`config.mk`:
```
export PLATFORM = sky130hd
export DESIGN_NAME = irq_pending_ctrl
export DESIGN_NICKNAME = d
export VERILOG_FILES = /design/src/rtl/irq_pending_ctrl.sv
export SDC_FILE = /design/constraint.sdc
export NUM_CORES = 1
export LEC_CHECK = 0
export ABC_AREA = 1
export CAP_MARGIN = 20
export CORE_MARGIN = 5
export CORE_UTILIZATION = 42
export DETAILED_ROUTE_END_ITERATION = 6
export GPL_ROUTABILITY_DRIVEN = 0
export PLACE_DENSITY = 0.77
export SLEW_MARGIN = 40
export SYNTH_ARGS = -nofsm -noshare
export SYNTH_HDL_FRONTEND = slang
export SYNTH_SLANG_ARGS = --single-unit
```
`constraint.sdc`:
```
create_clock -name clk -period 1 [get_ports clk]
set_input_delay 0.1 -clock clk [delete_from_list [all_inputs] [get_ports clk]]
set_output_delay 0.1 -clock clk [all_outputs]
set_load 0.01 [all_outputs]
```
`src/rtl/irq_pending_ctrl.sv`:
```
// irq_pending_ctrl: interrupt capture and service handshake stage.
//
// Captures four raw interrupt lines into an unmasked pending register.
// Drives pending & mask to an external 4:2 priority encoder. Freezes the
// returned index and runs a req/ack/eoi handshake with the consumer.
//
// Parameters:
//   EDGE      1 = pend on rising edge of the sampled request, 0 = level
// Macros:
//   IRQ_SYNC_EN  when defined, irq_in passes through a two-flop synchronizer
//
// Ports:
//   clk       system clock, rising edge
//   rst_n     asynchronous active-low reset
//   irq_in    raw interrupt lines, bit 3 highest priority
//   mask_wr   mask write strobe
//   mask_din  new mask value (1 = line enabled)
//   mask      current mask register
//   pend      pending & mask, to encoder input
//   enc_idx   encoder index for the current pend
//   irq_req   request to consumer
//   irq_id    frozen id of the request being presented or serviced
//   irq_ack   consumer accepts the request
//   eoi       consumer end of service
//   busy      service in progress
module irq_pending_ctrl #(
  parameter bit EDGE = 1'b1
) (
  input  logic       clk,
  input  logic       rst_n,
  input  logic [3:0] irq_in,
  input  logic       mask_wr,
  input  logic [3:0] mask_din,
  output logic [3:0] mask,
  output logic [3:0] pend,
  input  logic [1:0] enc_idx,
  output logic       irq_req,
  output logic [1:0] irq_id,
  input  logic       irq_ack,
  input  logic       eoi,
  output logic       busy
);

  typedef enum logic [1:0] {StIdle, StReq, StService} state_e;

  state_e     state_q;
  logic [3:0] req_s;
  logic [3:0] hist_q;
  logic [3:0] pending_q, pending_d;
  logic [3:0] mask_q;
  logic [3:0] set_vec, clr_vec;
  logic       irq_req_q, busy_q;
  logic [1:0] irq_id_q;

`ifdef IRQ_SYNC_EN
  logic [3:0] sync1_q, sync2_q;

  always_ff @(posedge clk or negedge rst_n) begin
    if (!rst_n) begin
      sync1_q <= 4'b0000;
      sync2_q <= 4'b0000;
    end else begin
      sync1_q <= irq_in;
      sync2_q <= sync1_q;
    end
  end

  assign req_s = sync2_q;
`else
  assign req_s = irq_in;
`endif

  // Set beats clear on the same bit so an edge coinciding with ack is kept.
  always_comb begin
    set_vec = EDGE ? (req_s & ~hist_q) : req_s;
    clr_vec = 4'b0000;
    if (state_q == StReq && irq_ack) begin
      clr_vec[irq_id_q] = 1'b1;
    end
    pending_d = (pending_q & ~clr_vec) | set_vec;
  end

  always_ff @(posedge clk or negedge rst_n) begin
    if (!rst_n) begin
      hist_q    <= 4'b0000;
      pending_q <= 4'b0000;
      mask_q    <= 4'b0000;
    end else begin
      hist_q    <= req_s;
      pending_q <= pending_d;
      if (mask_wr) begin
        mask_q <= mask_din;
      end
    end
  end

  assign pend = pending_q & mask_q;

  always_ff @(posedge clk or negedge rst_n) begin
    if (!rst_n) begin
      state_q   <= StIdle;
      irq_req_q <= 1'b0;
      irq_id_q  <= 2'd0;
      busy_q    <= 1'b0;
    end else begin
      unique case (state_q)
        StIdle: begin
          if (pend != 4'b0000) begin
            irq_id_q  <= enc_idx;
            irq_req_q <= 1'b1;
            state_q   <= StReq;
          end
        end
        StReq: begin
          // eoi in this state is ignored, even alongside ack.
          if (irq_ack) begin
            irq_req_q <= 1'b0;
            busy_q    <= 1'b1;
            state_q   <= StService;
          end
        end
        StService: begin
          if (eoi) begin
            busy_q  <= 1'b0;
            state_q <= StIdle;
          end
        end
        default: begin
          state_q   <= StIdle;
          irq_req_q <= 1'b0;
          busy_q    <= 1'b0;
        end
      endcase
    end
  end

  assign mask    = mask_q;
  assign irq_req = irq_req_q;
  assign irq_id  = irq_id_q;
  assign busy    = busy_q;

endmodule
```
==> impl_metrics.py <==
metrics = {
    "pwr": {
        "swShare": 0.362,
        "combinationalPowerShare": 0.439,
        "peakVddDrop_mv": 1.12,
        "intPower_mw": 1.73,
        "power.share.sequential": 0.398,
        "leakage_nw": 0.563,
        "switchingPower_uw": 981,
        "power.density_nw_per_um2": 2470,
        "p_clk_frac": 0.163,
        "p_total_mw": 2.71,
    },
    "job": {
        "maxCapViolations": 0,
    },
    "detailed_routing": {
        "dr.pass1.iters": 4,
        "num_vias": 612,
        "wl_met3_um": 79,
        "drt_iter0_markers": 12,
        "wl_per_cell_um": 12.4,
        "via_per_inst": 4.64,
        "routed_wirelength_mm": 1.64,
        "wl_met1_um": 694,
        "final_antenna_net_count": 0,
        "drcViolationCount": 0,
        "top_layer_used": "met3",
        "dr_wl_met2_um": 866,
    },
    "critical_path": {
        "critPathTopFamily": "flip-flops",
        "crit_slowest_cell": "dfrtp_1",
        "cp-endpoint": "mask[2]",
        "crit_chain": "buf_4, buf_2",
        "start_kind": "flip-flop",
        "critPathBufInv": 2,
        "rr_worst_depth": 5,
        "cp-end-kind": "output port",
        "cpPeakStageDelay_ns": 0.42,
        "crit_arrival_ns": 0.98,
        "timing.rr.start": "mask[2]",
        "crit_type": "flip-flop to output port",
        "cp.required_ns": 0.90,
        "path_max_fanout": 3,
        "r2r-end": "state_q[0]",
        "cp.depth": 2,
        "startpoint": "mask[2]",
        "rrSetupSlack_ns": -0.06,
    },
    "placement": {
        "placed_area_um2": 1050,
        "placed_cells": 124,
        "portBuffers": 26,
        "dp_hpwl_mm": 1.29,
    },
    "finish": {
        "seqCellArea_um2": 450,
        "multi_input_area_um2": 245,
        "diodes": 0,
        "final_cells": 132,
        "final_nets": 131,
        "areaGrowthSynthToFinish_pct": 52.4,
        "drive_gt1_frac": 0.365,
        "fillers": 136,
        "stdcell_area_um2": 1100,
    },
    "logic_synthesis": {
        "yosysUniqueCellTypes": 13,
        "syn_nets": 89,
        "postSynthCellCount": 74,
        "yosysTopAreaCell": "dfrtp_1",
        "syn_area_per_cell_um2": 9.74,
        "syn_area_um2": 721,
        "synth-seq-cells": 18,
        "ys_seq_area_frac": 0.625,
        "synth_common_cells": "nand2_1 (20), dfrtp_1 (18), inv_1 (13)",
        "synthArstFlopShare": 1.00,
        "synth_most_common_cell": "nand2_1",
        "netlist.area_leader.share": 0.625,
        "synth_edf_count": 0,
        "netlist_top_cells_area": "dfrtp_1 (63%), nand2_1 (10%), inv_1 (6.8%), mux2_2 (6.3%), o21ai_1 (5.6%)",
        "synth_flop_cell": "dfrtp_1",
        "yosys_warnings": 0,
    },
    "clocking": {
        "clock_path_buffers": 2,
        "worstSkewPairLatency_ns": 0.29,
        "path_clk_slew_ns": 0.10,
        "htree_levels": 1,
        "cts_sinks": 18,
        "tritoncts": "done",
        "numCtsBuffers": 3,
        "clock-root-buffer": "clkbuf_4",
        "hold_buffers": 0,
    },
    "global_route": {
        "grt_pass1_wl_mm": 2.66,
        "grtUsageTotal": 0.138,
        "grt_pass1_vias": 591,
        "grt_max_degree": 19,
        "overflow": 0,
        "grt_antenna_before_repair": 0,
    },
    "status": {
        "run_status": "finished, violations left",
        "violations": "negative setup slack",
    },
    "timing": {
        "finalCritPeriodShare": 1.08,
        "finalMaxSlewViolations": 0,
        "finalSetupViolations": 11,
        "max_freq_mhz": 929,
        "relSlewSlack": 0.856,
        "hold_violations": 0,
        "finClkSkew_ns": 0.000578,
        "setup_tns_ns": -0.522,
        "rsz0062_at_grt": "yes",
        "setup_ws_ns": -0.0764,
        "worstMarginPinSlew_ns": 0.214,
        "min_period_ns": 1.08,
    },
    "floorplan": {
        "start_util": 0.431,
        "core_area_um2": 1670,
        "die_area_um2": 2640,
        "num_rows": 15,
        "pin_count": 27,
        "dieWidth_um": 51.4,
        "die_y_um": 51.4,
    },
    "hold_path": {
        "hold_path.class": "input pin to asynchronous set/reset pin",
    },
}
-- cell usage in the layout, fill, tap and decap left out --
cell type	instances
dfrtp_1	18
nand2_1	15
clkdlybuf4s50_1	14
inv_1	12
buf_2	11
buf_4	10
o21ai_1	9
nand2_2	5
mux2_2	4
nand3_1	3
clkbuf_4	3
inv_2	2
nor2_2	2
buf_6	2
nand2_4	1
o21ai_4	1
o31ai_1	1
o21ai_0	1
clkbuf_8	1
-- layout make-up --
type / count / share of cell area
Clock buffer: 4 / 0.0330
Inverter: 14 / 0.0478
Multi-Input combinational cell: 42 / 0.223
Sequential cell: 18 / 0.410
Tap cell: 17 / 0.0194
Timing Repair Buffer: 37 / 0.267
-- worst min path at each step --
stage	from	end	slack, ns
after detailed placement	hist_q[1]	pending_q[1]	0.40
after CTS	rst_n	pending_q[2]	0.11
final	rst_n	hist_q[0]	0.12
after global routing	rst_n	mask[1]	0.13
after floorplan	rst_n	busy	-0.20
after global placement	hist_q[2]	pending_q[2]	0.39
-- sequential cells by signal, summed over array words and instances, names as in the netlist --
signal     cells
busy           1
hist_q         4
irq_id         2
irq_req        1
mask           4
pending_q      4
state_q        2
-- per-stage QoR --
stage,hold slack [ns],util,setup WS (ns)
floorplan,-0.196,-,0.0422
global placement,0.394,0.631,-0.127
detailed placement,0.403,0.631,-0.151
CTS,0.114,0.635,-0.0845
global route,0.129,0.658,-0.122
finish,0.118,0.658,-0.0764
-- power groups by stage --
stage	Sequential [mW]	Combinational [mW]	Clock [mW]
2_1_floorplan	1.13	0.478	0
3_3_place_gp	1.08	1.13	0
3_5_place_dp	1.09	1.16	0
4_1_cts	1.07	1.13	0.462
5_1_grt	1.12	1.31	0.489
6_report	1.08	1.19	0.441
-- per-layer routing --
metal / up-vias / GRT usage
met5: - / 0
met4: 0 / 0.0655
met3: 0 / 0.0233
met2: 14 / 0.237
met1: 285 / 0.164
li1: 313 / -
-- worst register-to-register path, stage by stage (launching register included) --
cell and delay (ns):
dfrtp_1 0.42, nand2_2 0.10, buf_6 0.10, nand2_4 0.05, o21ai_4 0.19, o21ai_1 0.09
-- what timing repair did --
item,CTS,global route
setup buffers,2,2
setup endpoints to repair,16,13
resized for setup,53,7
pin swaps,6,8
-- cell families (layout without fill, tap and decap cells) --
group                  after synthesis  count (layout)  synth area share
AO/OA/AOI/OAI                       12              12            0.0920
AND/OR/NAND/NOR                     26              26             0.148
multiplexers                         4               4            0.0625
flip-flops                          18              18             0.625
buffers and inverters               14              55            0.0729
(Power assumes the default switching activity.)
